**config.mk**
```make
export PLATFORM = sky130hd
export DESIGN_NAME = control_sequencer
export DESIGN_NICKNAME = d
export VERILOG_FILES = /design/src/rtl/control_sequencer.sv
export SDC_FILE = /design/constraint.sdc
export NUM_CORES = 1
export LEC_CHECK = 0
export ABC_AREA = 1
export CAP_MARGIN = 5
export CORE_MARGIN = 2
export CORE_UTILIZATION = 44
export DETAILED_ROUTE_END_ITERATION = 6
export PLACE_DENSITY = 0.84
export SYNTH_ARGS = -nofsm -noshare
export SYNTH_HDL_FRONTEND = slang
export SYNTH_SLANG_ARGS = --single-unit
```
**constraint.sdc**
```tcl
create_clock -name clk -period 3.7 [get_ports clk]
set_input_delay 1.11 -clock clk [delete_from_list [all_inputs] [get_ports clk]]
set_output_delay 1.11 -clock clk [all_outputs]
set_load 0.02 [all_outputs]
```
**src/rtl/control_sequencer.sv**
```systemverilog
// control_sequencer: microcoded control unit for the 8-bit bus computer.
// Ports: clk (falling edge steps the microcounter), clr_ (async active-low reset),
//   prog (0 = idle/programming, 1 = run), op (IR opcode), cf/zf (latched flags),
//   hlt..fi (16 active-high control lines), step (current microstep), halted (sticky halt).
module control_sequencer #(
  parameter int OPW     = 4,
  parameter int SW      = 3,
  parameter int MAXSTEP = 4
) (
  input  logic           clk,
  input  logic           clr_,
  input  logic           prog,
  input  logic [OPW-1:0] op,
  input  logic           cf,
  input  logic           zf,
  output logic           hlt,
  output logic           mi,
  output logic           ri,
  output logic           ro,
  output logic           io,
  output logic           ii,
  output logic           ai,
  output logic           ao,
  output logic           eo,
  output logic           su,
  output logic           bi,
  output logic           oi,
  output logic           ce,
  output logic           co,
  output logic           j,
  output logic           fi,
  output logic [SW-1:0]  step,
  output logic           halted
);
  localparam logic [15:0] C_HLT = 16'h8000, C_MI = 16'h4000, C_RI = 16'h2000, C_RO = 16'h1000;
  localparam logic [15:0] C_IO  = 16'h0800, C_II = 16'h0400, C_AI = 16'h0200, C_AO = 16'h0100;
  localparam logic [15:0] C_EO  = 16'h0080, C_SU = 16'h0040, C_BI = 16'h0020, C_OI = 16'h0010;
  localparam logic [15:0] C_CE  = 16'h0008, C_CO = 16'h0004, C_J  = 16'h0002, C_FI = 16'h0001;

  logic [SW-1:0] step_q, step_d, step_nx;
  logic          halted_q, halted_d;
  logic [15:0]   ctl;

  function automatic logic [15:0] ucode(input logic [SW-1:0] s, input logic [OPW-1:0] o,
                                        input logic c, input logic z);
    logic [15:0] w;
    w = '0;
    case (int'(s))
      0: w = C_CO | C_MI;
      1: w = C_RO | C_II | C_CE;
      2: case (int'(o))
           1, 2, 3, 4: w = C_IO | C_MI;
           5:          w = C_IO | C_AI;
           6:          w = C_IO | C_J;
           7:          w = c ? (C_IO | C_J) : '0;
           8:          w = z ? (C_IO | C_J) : '0;
           14:         w = C_AO | C_OI;
           15:         w = C_HLT;
           default:    w = '0;
         endcase
      3: case (int'(o))
           1:       w = C_RO | C_AI;
           2, 3:    w = C_RO | C_BI;
           4:       w = C_AO | C_RI;
           default: w = '0;
         endcase
      4: case (int'(o))
           2:       w = C_EO | C_AI | C_FI;
           3:       w = C_EO | C_AI | C_SU | C_FI;
           default: w = '0;
         endcase
      default: w = '0;
    endcase
    return w;
  endfunction

  // An instruction ends early when the next microword would be empty, so
  // short opcodes (and untaken jumps) do not waste idle cycles.
  always_comb begin
    step_nx  = step_q + SW'(1);
    ctl      = !prog ? '0 : halted_q ? C_HLT : ucode(step_q, op, cf, zf);
    step_d   = halted_q ? step_q :
               !prog ? '0 :
               ctl[15] ? step_q :
               (int'(step_q) >= MAXSTEP || ucode(step_nx, op, cf, zf) == '0) ? '0 : step_nx;
    halted_d = halted_q | (prog & ctl[15]);
  end

  // Stepping on the falling edge keeps control lines settled for the rising-edge datapath.
  always_ff @(negedge clk or negedge clr_) begin
    if (!clr_) begin
      step_q   <= '0;
      halted_q <= 1'b0;
    end else begin
      step_q   <= step_d;
      halted_q <= halted_d;
    end
  end

  assign {hlt, mi, ri, ro, io, ii, ai, ao, eo, su, bi, oi, ce, co, j, fi} = ctl;
  assign step   = step_q;
  assign halted = halted_q;
endmodule

```
==> run metrics, run 1 <==
status=aborted with a tool error; Stopped at=3_5_place_dp; Err=[ERROR DPL-0038] Utilization greater than 100%, impossible to legalize; Synth Register Bits=4; Syn Inst Count=108; die width=42.08 um; Unique masters post-synth=22; mapped cell area=approximately 640 sq um; synthesized area per cell=5.908 sq um; Die H=42.08 um; GPL Wtd Cong=approximately 0.86; starting density of the core=around 48%; IO Pins=29; syn nets=124; cell row count=13; Yosys Warn Count=0; IO Port Bufs=28; register area share after synthesis=between 10% and 20%
[per-stage QoR]
step | hold WS (ns) | TNS [ns] | setup slack [ns]
after floorplan | 0.6048 | -9.877 | -0.7703
after global placement | 0.5712 | -19.44 | -1.084
[cell families after synthesis]
group / after synthesis / synth area share (%)
AOI/OAI and AO/OA: 10 / 10.78
DFF: 4 / 15.69
buffers and inverters: 22 / 14.12
and+or+nand+nor: 65 / 45.69
adders and majority gates: 7 / 13.72
[cell usage after synthesis, drive strengths merged]
library cell | n | area share (%)
nand2 | 30 | 19
inv | 20 | 12
nor2 | 17 | 12
nand3 | 11 | 8.6
ha | 7 | 14
dfrtn | 4 | 16
nor3 | 4 | 3.1
a21oi | 3 | 2.4
o21ai | 3 | 4.1
buf | 2 | 2.4
o22ai | 2 | 2.0
a31o | 1 | 1.4
a31oi | 1 | 0.98
nand3b | 1 | 1.2
nand4 | 1 | 0.98
nor4 | 1 | 0.98
==> inputs of run 2 (changes only) <==
--- a/config.mk
+++ b/config.mk
@@ -7,10 +7,10 @@
 export LEC_CHECK = 0
 export ABC_AREA = 1
 export CAP_MARGIN = 5
-export CORE_MARGIN = 2
-export CORE_UTILIZATION = 44
+export CORE_AREA = 2 2 63 65
 export DETAILED_ROUTE_END_ITERATION = 6
-export PLACE_DENSITY = 0.84
+export DIE_AREA = 0 0 65 67
+export PLACE_DENSITY_LB_ADDON = 0.15
 export SYNTH_ARGS = -nofsm -noshare
 export SYNTH_HDL_FRONTEND = slang
 export SYNTH_SLANG_ARGS = --single-unit
==> run metrics, run 2 <==
setup violators final=23; Synth area leaders=nand2_1 (16%), dfrtn_1 (16%), ha_1 (14%), inv_1 (9.4%), nand3_1 (8.6%); IO Pins=29 (unchanged); crit path capture type=output pin; Worst-Skew Late Latency=0.24 ns; Synth top area share=15.88% (unchanged); Crit Reg-Reg Endpoint=step[2]; Tot GR Track Use=12.91%; max reg flops=3; die area=4355 sq um; status=complete, but fails checks; mux cell area share after synthesis=0% (unchanged); post-DP HPWL=2.006 mm; Synth Area in XOR/XNOR=0% (unchanged); CP Class=reg -> out; CTS root buf=clkbuf_8; sw frac=24.65%; Syn Inst Count=108 (unchanged); Total Wirelength=2.656 mm; Power Density=111.4 nW/um^2; Worst-Margin Slew=0.2801 ns; Num Clock Sinks=4; Inst Count DP=between 200 and 250; ys async rst share=100.0% (unchanged); Detail Route Antenna Nets=0; Worst-path clk slew=approximately 0.03 ns; WL/cell=11.50 um; internal cell power=139.6 uW; Yosys Warn Count=0 (unchanged); synth cell count leaders=nand2_1 (27), inv_1 (16), nor2_1 (14), nand3_1 (11), ha_1 (7); RSZ-0062 raised after global routing=yes; Final Net Count=around 200; clock tree from TritonCTS=done; number of iterations in the first detailed-routing pass=4; Required @ worst endpoint=2.59 ns; Hold Path Cell Cnt=4; fin cells=about 230; cell row count=22 (+9); most common cell after layout, fill and taps aside=buf_4; Seq pwr share=around a quarter; NetSw=45.65 uW; mapped cell area=638.1 sq um (unchanged); Unique masters post-synth=22 (unchanged); Post-Synth Adder-Cell Area=13.73% (unchanged); initial antenna violation count=0; Hold Path Sink=step[2]; number of remaining DRC errors=0; register area share after synthesis=15.69% (unchanged); Die H=67 um (+59%); Detailed Route Iter0 Violations=19; Synth Area in Simple Gates=45.69% (unchanged); cts hold-fix bufs=0; Longest Clk Path Bufs=2; Hold WC Path Type=reg -> reg; Final Skew=around 0.00041 ns; peak fanout along the critical path=4; final setup margin=-0.8947 ns; hold path start=step[2]; failing checks=setup timing; starting density of the core=17.70% (-30 points); Max Cap Viol=0; static leakage=0.8092 nW; Syn-to-layout area delta=160.6%; first-pass GRT wire length=4.381 mm; r2r worst-path depth=11; final hold vios=0; share of power burned in the clock network=47.8%; Via-to-Cell Ratio=4.139; slew margin rel.=about four fifths; Startpoint Class=register; EDFF count, synth=0 (unchanged); Synth Flop Type=dfrtn_1; H-tree lvl count=1; syn nets=124 (unchanged); vias in the first global route=1052; VDD IR max=between 100 and 150 uV; compound-gate portion of the synthesized area=10.78% (unchanged); commonest cells after routing, fill and taps aside=buf_4 (40), buf_6 (27), nand2_1 (19); die width=65 um (+54%); top-count cell post-synth=nand2_1; area leader, netlist=nand2_1; Antenna diodes=0; Crit path arrival time=between 3 and 4 ns; core box area=3606 sq um; GPL Wtd Cong=0.7741 (-10%); total CTS buffers=3; DR vias=approximately 960; largest family of logic cells by synthesized area=simple AND/OR/NAND/NOR gates; pin count of the biggest net entering global routing=7; Synth Register Bits=4 (unchanged); Slew Limit Fails=0; Reg2Reg Setup Slack=1.84 ns; final core occ=about 46%; IO Port Bufs=28 (unchanged); ratio of cells with drive above 1 in the final layout=68.85%; total gr overflow=0; reg2reg start=step[0]; synthesized area per cell=5.908 sq um (unchanged); Comb power frac=28.3%
## run 2: cell counts after synthesis
Identical to the previous run, type by type.
## run 2: power groups by stage
stage	Sequential, mW	Combinational (mW)	Clock [mW]
after floorplan	0.0447	0.0165	0
after global placement	0.0447	0.0437	0
after detailed placement	0.0447	0.0437	0
after CTS	0.0443	0.0515	0.0914
after global routing	0.0443	0.0572	0.0979
final	0.0443	0.0524	0.0885
## run 2: per-layer routing
metal / vias up / routed length (um) / GRT usage [%]
met5: - / 0 / 0
met4: 0 / 22 / 4.787
met3: 2 / 79 / 1.689
met2: 16 / 1509 / 25.52
met1: 445 / 1044 / 13.75
li1: 493 / - / -
## run 2: worst max-delay path by stage
stage / slack (ns) / end / startpoint / cells after the start
floorplan: -0.77 / ai / step[0] / 5
global placement: -1.08 / su / step[0] / 6
detailed placement: -1.13 / su / step[1] / 6
CTS: -0.89 / mi / step[0] / 6
global route: -0.96 / su / step[0] / 6
finish: -0.89 / su / step[0] / 6
## run 2: logic make-up after synthesis
kind of cell | Yosys count
AOI/OAI and AO/OA | 10
adders and majority gates | 7
buffers and inverters | 22
DFF | 4
and+or+nand+nor | 65
## run 2: stage by stage
stage	setup slack [ns]	TNS [ns]	total power [mW]	hold slack, ns	instance area, sq um
4_1_cts	-0.8853	-13.92	0.1872	0.5870	1535
2_1_floorplan	-0.7703	-9.877	0.06127	0.6048	784.5
6_report	-0.8947	-13.98	0.1852	0.6751	1663
5_1_grt	-0.9630	-15.41	0.1993	0.7304	1663
3_5_place_dp	-1.130	-20.41	0.08843	0.5877	1346
3_3_place_gp	-1.083	-19.90	0.08844	0.5822	1346
## run 2: critical path, stage by stage, from the launching register on
cell and delay (ns):
dfrtn_1 0.51, ha_4 0.19, ha_4 0.15, nor2_2 0.04, a31o_4 0.24, nor3_4 0.12
buf_6 0.14
## run 2: final cells by class
class | instances | area, sq um
Clock buffer | 3 | 41.29
Fill cell | 384 | 1943
Inverter | 20 | 88.84
Multi-Input combinational cell | 82 | 716.9
Sequential cell | 4 | 100.1
Tap cell | 48 | 60.06
Timing Repair Buffer | 74 | 655.6
## run 2: what timing repair did
item / CTS / global route
gates resized for setup: 153 / 31
buffers inserted: 10 / 4
setup endpoints to repair: 24 / 23
hold endpoints to repair: 0 / 0
pin swaps: 7 / 5
(Power assumes the default switching activity.)
